`config.mk`:
```
export PLATFORM = sky130hd
export DESIGN_NAME = mult_div_unit
export DESIGN_NICKNAME = d
export VERILOG_FILES = /design/src/rtl/mult_div_pkg.sv /design/src/rtl/mult_div_unit_signed_div_core.sv /design/src/rtl/mult_div_unit.sv
export SDC_FILE = /design/constraint.sdc
export NUM_CORES = 1
export LEC_CHECK = 0
export CORE_ASPECT_RATIO = 2
export CORE_MARGIN = 5
export CORE_UTILIZATION = 30
export DETAILED_ROUTE_END_ITERATION = 10
export GPL_TIMING_DRIVEN = 0
export PLACE_DENSITY_LB_ADDON = 0.25
export SETUP_SLACK_MARGIN = 0.2
export SYNTH_ARGS = -nofsm -noshare
export SYNTH_HDL_FRONTEND = slang
export SYNTH_SLANG_ARGS = --single-unit
```
`constraint.sdc`:
```
create_clock -name clk -period 5.35 [get_ports clk]
set_clock_uncertainty 0.05 [all_clocks]
set_input_delay 0.535 -clock clk [delete_from_list [all_inputs] [get_ports clk]]
set_output_delay 0.535 -clock clk [all_outputs]
set_load 0.005 [all_outputs]
```
`src/rtl/mult_div_pkg.sv`:
```
// Shared definitions for the iterative multiply/divide unit.
// FSM state encoding, default sizing and Booth recoding pair codes.
package mult_div_pkg;

    localparam int DEF_WIDTH = 32;
    localparam int DEF_CNT_W = 6;

    // FSM states
    typedef enum logic [1:0] {
        ST_IDLE = 2'd0,
        ST_MULT = 2'd1,
        ST_DIV  = 2'd2,
        ST_FIN  = 2'd3
    } state_e;

    // Booth pair {multiplier[0], q-1}: 00/11 no-op, 01 add, 10 subtract
    localparam logic [1:0] BOOTH_NOP0 = 2'b00;
    localparam logic [1:0] BOOTH_ADD  = 2'b01;
    localparam logic [1:0] BOOTH_SUB  = 2'b10;
    localparam logic [1:0] BOOTH_NOP1 = 2'b11;

endpackage

```
`src/rtl/mult_div_unit_signed_div_core.sv`:
```
// Restoring division datapath on operand magnitudes with sign fix-up.
// load_i captures magnitudes and result signs; each step_i cycle retires one
// quotient bit. quot_o/rem_o present the signed result of the step being
// taken this cycle, so the caller can register them on the last step edge.
module signed_div_core #(
    parameter int WIDTH = mult_div_pkg::DEF_WIDTH
) (
    input  logic             clk,
    input  logic             rst_n,
    input  logic             load_i,
    input  logic             step_i,
    input  logic [WIDTH-1:0] dividend_i,
    input  logic [WIDTH-1:0] divisor_i,
    output logic [WIDTH-1:0] quot_o,
    output logic [WIDTH-1:0] rem_o
);

    logic [WIDTH-1:0] rem_q, quo_q, dvs_q;
    logic             q_neg_q, r_neg_q;

    // Magnitudes are formed in WIDTH+1 bits so the most negative operand
    // produces 2^(WIDTH-1) rather than wrapping back to itself.
    logic [WIDTH:0] dvd_ext, dvs_ext, dvd_mag, dvs_mag;
    logic           mag_unused;

    assign dvd_ext    = {dividend_i[WIDTH-1], dividend_i};
    assign dvs_ext    = {divisor_i[WIDTH-1],  divisor_i};
    assign dvd_mag    = dividend_i[WIDTH-1] ? (~dvd_ext + 1'b1) : dvd_ext;
    assign dvs_mag    = divisor_i[WIDTH-1]  ? (~dvs_ext + 1'b1) : dvs_ext;
    assign mag_unused = dvd_mag[WIDTH] ^ dvs_mag[WIDTH];

    // One restoring step: shift in the next dividend bit, subtract if it fits
    logic [WIDTH:0]   shifted, diff;
    logic             fits;
    logic [WIDTH-1:0] rem_d, quo_d;
    logic             diff_unused;

    always_comb begin
        shifted = {rem_q, quo_q[WIDTH-1]};
        diff    = shifted - {1'b0, dvs_q};
        fits    = (shifted >= {1'b0, dvs_q});
        rem_d   = fits ? diff[WIDTH-1:0] : shifted[WIDTH-1:0];
        quo_d   = {quo_q[WIDTH-2:0], fits};
    end

    assign diff_unused = diff[WIDTH];

    // Quotient negated when signs differ; remainder follows the dividend
    assign quot_o = q_neg_q ? (~quo_d + 1'b1) : quo_d;
    assign rem_o  = r_neg_q ? (~rem_d + 1'b1) : rem_d;

    // Operand capture and per-cycle remainder/quotient shift
    always_ff @(posedge clk or negedge rst_n) begin
        if (!rst_n) begin
            rem_q   <= '0;
            quo_q   <= '0;
            dvs_q   <= '0;
            q_neg_q <= 1'b0;
            r_neg_q <= 1'b0;
        end else if (load_i) begin
            rem_q   <= '0;
            quo_q   <= dvd_mag[WIDTH-1:0];
            dvs_q   <= dvs_mag[WIDTH-1:0];
            q_neg_q <= dividend_i[WIDTH-1] ^ divisor_i[WIDTH-1];
            r_neg_q <= dividend_i[WIDTH-1];
        end else if (step_i) begin
            rem_q   <= rem_d;
            quo_q   <= quo_d;
        end
    end

endmodule

```
`src/rtl/mult_div_unit.sv`:
```
// Iterative signed multiply (radix-2 Booth) / divide (restoring) unit.
// Optional build macro MULT_DIV_EARLY_EXIT_EN: zero operands finish in one
// cycle; without it every non-zero-divisor operation takes WIDTH iterations.
module mult_div_unit
    import mult_div_pkg::*;
#(
    parameter int WIDTH = DEF_WIDTH,
    parameter int CNT_W = DEF_CNT_W
) (
    input  logic             clk,
    input  logic             reset,
    input  logic             start_mult,
    input  logic             start_div,
    input  logic [WIDTH-1:0] a_in,
    input  logic [WIDTH-1:0] b_in,
    output logic [WIDTH-1:0] mult_hi,
    output logic [WIDTH-1:0] mult_lo,
    output logic [WIDTH-1:0] div_hi,
    output logic [WIDTH-1:0] div_lo,
    output logic             busy,
    output logic             done,
    output logic             div_zero
);

    state_e           state_q;
    logic [CNT_W-1:0] cnt_q;
    logic             last_iter;

    // Booth register {acc, multiplier, q-1}; acc and multiplicand carry one
    // extra sign bit so subtracting -2^(WIDTH-1) cannot overflow.
    logic [WIDTH:0]   acc_q, mcand_q, acc_d, booth_sum;
    logic [WIDTH-1:0] mpl_q, mpl_d;
    logic             q1_q;
    logic [1:0]       booth_pair;

    logic [WIDTH-1:0] mult_hi_q, mult_lo_q, div_hi_q, div_lo_q;
    logic             busy_q, done_q, div_zero_q;

    logic             div_load, div_step;
    logic [WIDTH-1:0] core_quot, core_rem;

    assign last_iter  = (cnt_q == CNT_W'(WIDTH - 1));
    assign booth_pair = {mpl_q[0], q1_q};

    // Booth step: add/sub multiplicand per pair code, then arithmetic shift
    always_comb begin
        booth_sum = acc_q;
        if (booth_pair == BOOTH_ADD)
            booth_sum = acc_q + mcand_q;
        else if (booth_pair == BOOTH_SUB)
            booth_sum = acc_q - mcand_q;
        acc_d = {booth_sum[WIDTH], booth_sum[WIDTH:1]};
        mpl_d = {booth_sum[0], mpl_q[WIDTH-1:1]};
    end

    // A divide is only loaded when it actually starts (mult has priority)
    assign div_load = (state_q == ST_IDLE) && !start_mult && start_div
                      && (b_in != '0);
    assign div_step = (state_q == ST_DIV);

    signed_div_core #(.WIDTH(WIDTH)) u_div (
        .clk        (clk),
        .rst_n      (reset),
        .load_i     (div_load),
        .step_i     (div_step),
        .dividend_i (a_in),
        .divisor_i  (b_in),
        .quot_o     (core_quot),
        .rem_o      (core_rem)
    );

    // Control FSM, Booth iteration and registered result/status outputs
    always_ff @(posedge clk or negedge reset) begin
        if (!reset) begin
            state_q    <= ST_IDLE;
            cnt_q      <= '0;
            acc_q      <= '0;
            mcand_q    <= '0;
            mpl_q      <= '0;
            q1_q       <= 1'b0;
            mult_hi_q  <= '0;
            mult_lo_q  <= '0;
            div_hi_q   <= '0;
            div_lo_q   <= '0;
            busy_q     <= 1'b0;
            done_q     <= 1'b0;
            div_zero_q <= 1'b0;
        end else begin
            done_q     <= 1'b0;
            div_zero_q <= 1'b0;
            unique case (state_q)
                ST_IDLE: begin
                    cnt_q <= '0;
                    if (start_mult) begin
                        acc_q   <= '0;
                        mcand_q <= {a_in[WIDTH-1], a_in};
                        mpl_q   <= b_in;
                        q1_q    <= 1'b0;
`ifdef MULT_DIV_EARLY_EXIT_EN
                        if (a_in == '0 || b_in == '0) begin
                            state_q   <= ST_FIN;
                            done_q    <= 1'b1;
                            mult_hi_q <= '0;
                            mult_lo_q <= '0;
                        end else begin
                            state_q <= ST_MULT;
                            busy_q  <= 1'b1;
                        end
`else
                        state_q <= ST_MULT;
                        busy_q  <= 1'b1;
`endif
                    end else if (start_div) begin
                        if (b_in == '0) begin
                            // Results are left as they were; only flag it
                            state_q    <= ST_FIN;
                            done_q     <= 1'b1;
                            div_zero_q <= 1'b1;
`ifdef MULT_DIV_EARLY_EXIT_EN
                        end else if (a_in == '0) begin
                            state_q  <= ST_FIN;
                            done_q   <= 1'b1;
                            div_hi_q <= '0;
                            div_lo_q <= '0;
`endif
                        end else begin
                            state_q <= ST_DIV;
                            busy_q  <= 1'b1;
                        end
                    end
                end
                ST_MULT: begin
                    acc_q <= acc_d;
                    mpl_q <= mpl_d;
                    q1_q  <= mpl_q[0];
                    cnt_q <= cnt_q + CNT_W'(1);
                    if (last_iter) begin
                        state_q   <= ST_FIN;
                        busy_q    <= 1'b0;
                        done_q    <= 1'b1;
                        mult_hi_q <= acc_d[WIDTH-1:0];
                        mult_lo_q <= mpl_d;
                    end
                end
                ST_DIV: begin
                    cnt_q <= cnt_q + CNT_W'(1);
                    if (last_iter) begin
                        state_q  <= ST_FIN;
                        busy_q   <= 1'b0;
                        done_q   <= 1'b1;
                        div_hi_q <= core_rem;
                        div_lo_q <= core_quot;
                    end
                end
                ST_FIN: begin
                    state_q <= ST_IDLE;
                end
                default: begin
                    state_q <= ST_IDLE;
                    busy_q  <= 1'b0;
                end
            endcase
        end
    end

    assign mult_hi  = mult_hi_q;
    assign mult_lo  = mult_lo_q;
    assign div_hi   = div_hi_q;
    assign div_lo   = div_lo_q;
    assign busy     = busy_q;
    assign done     = done_q;
    assign div_zero = div_zero_q;

endmodule

```
==> out/qor.txt <==
Status = finished clean
Peak supply drop = 264 uV
Fin util = 0.365
Final Hold Fails = 0
Clock sinks = 334
FF-to-FF End = div_hi[28]
Gr ovfl total = 0
Fill cells = 7597
Number of max-cap violations = 0
R2r worst-path depth = 18
Final worst path period share = 0.922
Post-route antenna net violation count = 0
#FFs+latches synth = 334
Multi-input logic area = 12700 um^2
CTS tree = yes
Post-synth EDFFs = 0
# rows = 140
Hold/Removal Path Class = in2async
CP Capture Point = div_hi[28]
Clock slew at reported path FFs = 0.06 ns
Initial Utilization = 0.302
Reg2Reg Setup Slack = 0.42 ns
Vias in the first global route = 21200
Worst-Skew Late Latency = 0.57 ns
Flip-flop and latch area = 8360 um^2
Post-route DRC = 0
DRT Pass-1 Iters = 5
Vias per cell = 5.50
Die H = 393 um
Core Region = 72900 um^2
Post-Syn Nets = 2660
Final setup viols = 0
DR vias = 20300
Worst-margin pin slew = 1.06 ns
Die X = 201 um
Area Overhead vs Synth = 20.9%
Nets = 2902
Achievable Freq = 203 MHz
Post-synthesis sequential area ratio = 0.380
Routed len/inst = 24.3 um
Post-Synth Adder-Cell Area = 0.0625
WP data required = 5.73 ns
Avg Inst Size Synth = 8.86 um^2
CP endpoint kind = flip-flop
Post-Syn Instances = 2484
CP startpoint = u_div.rem_q[6]
Crit-path max FO = 10
Max stage delay on crit path = 0.61 ns
1st-iter DRT viols = 1104
Worst slew margin = 0.290
CP arrival = 5.31 ns
H-tree levels = 2
R2r startpoint = u_div.rem_q[6]
Final GP Congestion = 0.965
Share of flip-flops with an asynchronous set or reset = 1.00
Synth Cell Area = 22000 um^2
Post-layout minimum cycle time = 4.93 ns
Min Hold Slack = 0.360 ns
Post-synthesis xor/xnor area fraction = 0.0549
P_leak = 11.3 nW
Dpl cell area = 25200 um^2
Final WL = 89400 um
Simple-Gate Fraction of Synth Area = 0.151
Cell area power density = 709 nW/um^2
CTS Root Cell = clkbuf_16
CP Class = reg2reg
HPWL Detailed = 71900 um
Yosys warning count = 0
Synth cell types = 94
CP startpoint kind = flip-flop
CTS buffer count = 37
Post-route cell area = 26600 um^2
GRT Total Usage = 0.218
Setup total negative slack = 0 ns
Largest net degree at the start of global routing = 108
Share of cells above drive strength 1 = 0.0854
Clk buf depth = 3
Initial antenna violation count = 4
Post-synthesis mux area share = 0.0848
First-pass GRT wire length = 132000 um
# IOs = 199
Compound-Gate Fraction of Synth Area = 0.220
Port bufs = 198
Slew Viols, Final = 0
Main combinational cell family by area after synthesis = compound AO/OA/AOI/OAI gates
Unrepaired setup endpoints after global routing = no
Commonest register cell after synthesis = dfrtp_1
Die area = 79200 um^2
Slowest cell on the critical path = dfrtp_1
Crit-path cells = ha_1 -> buf_2 -> nand4_1 -> nor2_1 -> a41oi_1 -> o221ai_2 -> or2_1 -> inv_2 -> buf_6 -> buf_6 -> buf_2 -> mux2i_1 -> ha_1 -> o21ai_1 -> a21o_1 -> o31ai_1 -> xnor2_1 -> o21ai_1
[cell type report]
type	count	area share
inverters	119	0.0168
repair buffers	203	0.0785
plain buffers	144	0.0231
clock inverters	14	0.00630
flip-flops and latches	334	0.314
diodes	6	0.000565
well taps	923	0.0434
clock buffers	50	0.0405
multi-input cells	1887	0.476
[per-layer routing]
metal,wire [um],up-vias,part of all wire,global-route usage
met1,30000,9987,0.34,0.209
met3,3060,226,0.034,0.0216
met2,49600,639,0.56,0.432
met4,6610,0,0.074,0.143
li1,-,9404,-,-
met5,0,-,0,0
[registers in the layout (all words and copies together), names as in the netlist]
signal / cells
cnt_q: 6
done: 1
u_div.q_neg_q: 1
div_lo: 32
u_div.rem_q: 32
state_q: 2
u_div.r_neg_q: 1
mpl_q: 32
mcand_q: 32
q1_q: 1
div_zero: 1
acc_q: 32
u_div.dvs_q: 32
mult_lo: 32
u_div.quo_q: 32
busy: 1
mult_hi: 32
div_hi: 32
[logic make-up (layout without fill, tap and decap cells)]
| group | count (synthesis) | count (layout) |
|---|---|---|
| adder cells (fa/ha/maj) | 108 | 108 |
| XOR/XNOR | 138 | 138 |
| AND/OR/NAND/NOR | 706 | 706 |
| buffers and inverters | 263 | 530 |
| other | 0 | 6 |
| flip-flops | 334 | 334 |
| multiplexers | 176 | 176 |
| AO/OA/AOI/OAI | 759 | 759 |
[worst min path at each step]
stage	start	to	slack, ns
3_3_place_gp	div_hi[17]	div_hi[17]	0.42
6_report	reset	mpl_q[19]	0.36
4_1_cts	reset	mult_lo[17]	0.35
5_1_grt	reset	mpl_q[19]	0.38
3_5_place_dp	reset	mult_lo[17]	0.34
2_1_floorplan	reset	acc_q[0]	0.19
[cell usage after synthesis (41+ instances only)]
library cell / n / area [um^2]
nor2_1: 158 / 593
xor2_1: 51 / 447
ha_1: 105 / 1310
xnor2_1: 87 / 762
mux2_2: 82 / 923
clkbuf_1: 108 / 405
o21ai_0: 265 / 1330
dfrtp_1: 334 / 8360
o31ai_1: 50 / 375
a21oi_1: 128 / 641
mux2i_1: 94 / 941
a21o_1: 41 / 308
inv_1: 118 / 443
nand2_1: 289 / 1080
[per-stage QoR]
stage               cells  power, mW  setup slack [ns]
floorplan            2484       11.8             0.905
global placement     3605       15.8            -11.35
detailed placement   3608       16.0            -0.620
CTS                  3673       18.8             0.176
global route         3678       20.0             0.203
finish               3680       18.9             0.418
[critical path: cells and delay by family, from the launching register on]
| family | cells | cell delay [ns] |
|---|---|---|
| compound gates | 6 | 1.26 |
| buf+inv | 5 | 1.02 |
| fa+ha+maj | 2 | 0.62 |
| flops | 1 | 0.61 |
| simple gates | 3 | 0.56 |
| mux | 1 | 0.49 |
| xor+xnor | 1 | 0.18 |
[cell usage in the layout (no fill, tap or decap), drive strengths merged, types with 10 or more instances in the layout]
master / count
o21a: 14
xnor2: 87
nand2b: 25
nand3: 39
a31o: 10
nor2b: 25
nand2: 289
a211oi: 41
ha: 105
or2: 16
nor4: 18
nand4: 11
a21o: 41
clkbuf: 159
or3: 19
o22ai: 28
or4: 21
mux2i: 94
clkdlybuf4s50: 197
o211ai: 12
o21bai: 18
a21oi: 129
a221oi: 12
nor3: 41
nor2: 158
o21ai: 289
buf: 40
dfrtp: 334
and2: 13
o31ai: 53
o41ai: 19
inv: 121
mux2: 82
a22oi: 10
xor2: 51
a22o: 16
[what timing repair did]
action	CTS	global route
hold endpoints to repair	20	0
buffers inserted	0	1
hold buffers	1	0
resized for setup	15	22
pin swaps	0	1
endpoints found under the setup margin	20	10
[report_power, final]
group | switching [mW] | internal, mW | leakage, nW
clock | 1.14 | 1.56 | 0.605
combinational | 7.86 | 4.14 | 6.39
sequential | 0.884 | 3.27 | 4.32
Note: power is estimated with default switching activity, not from simulation.
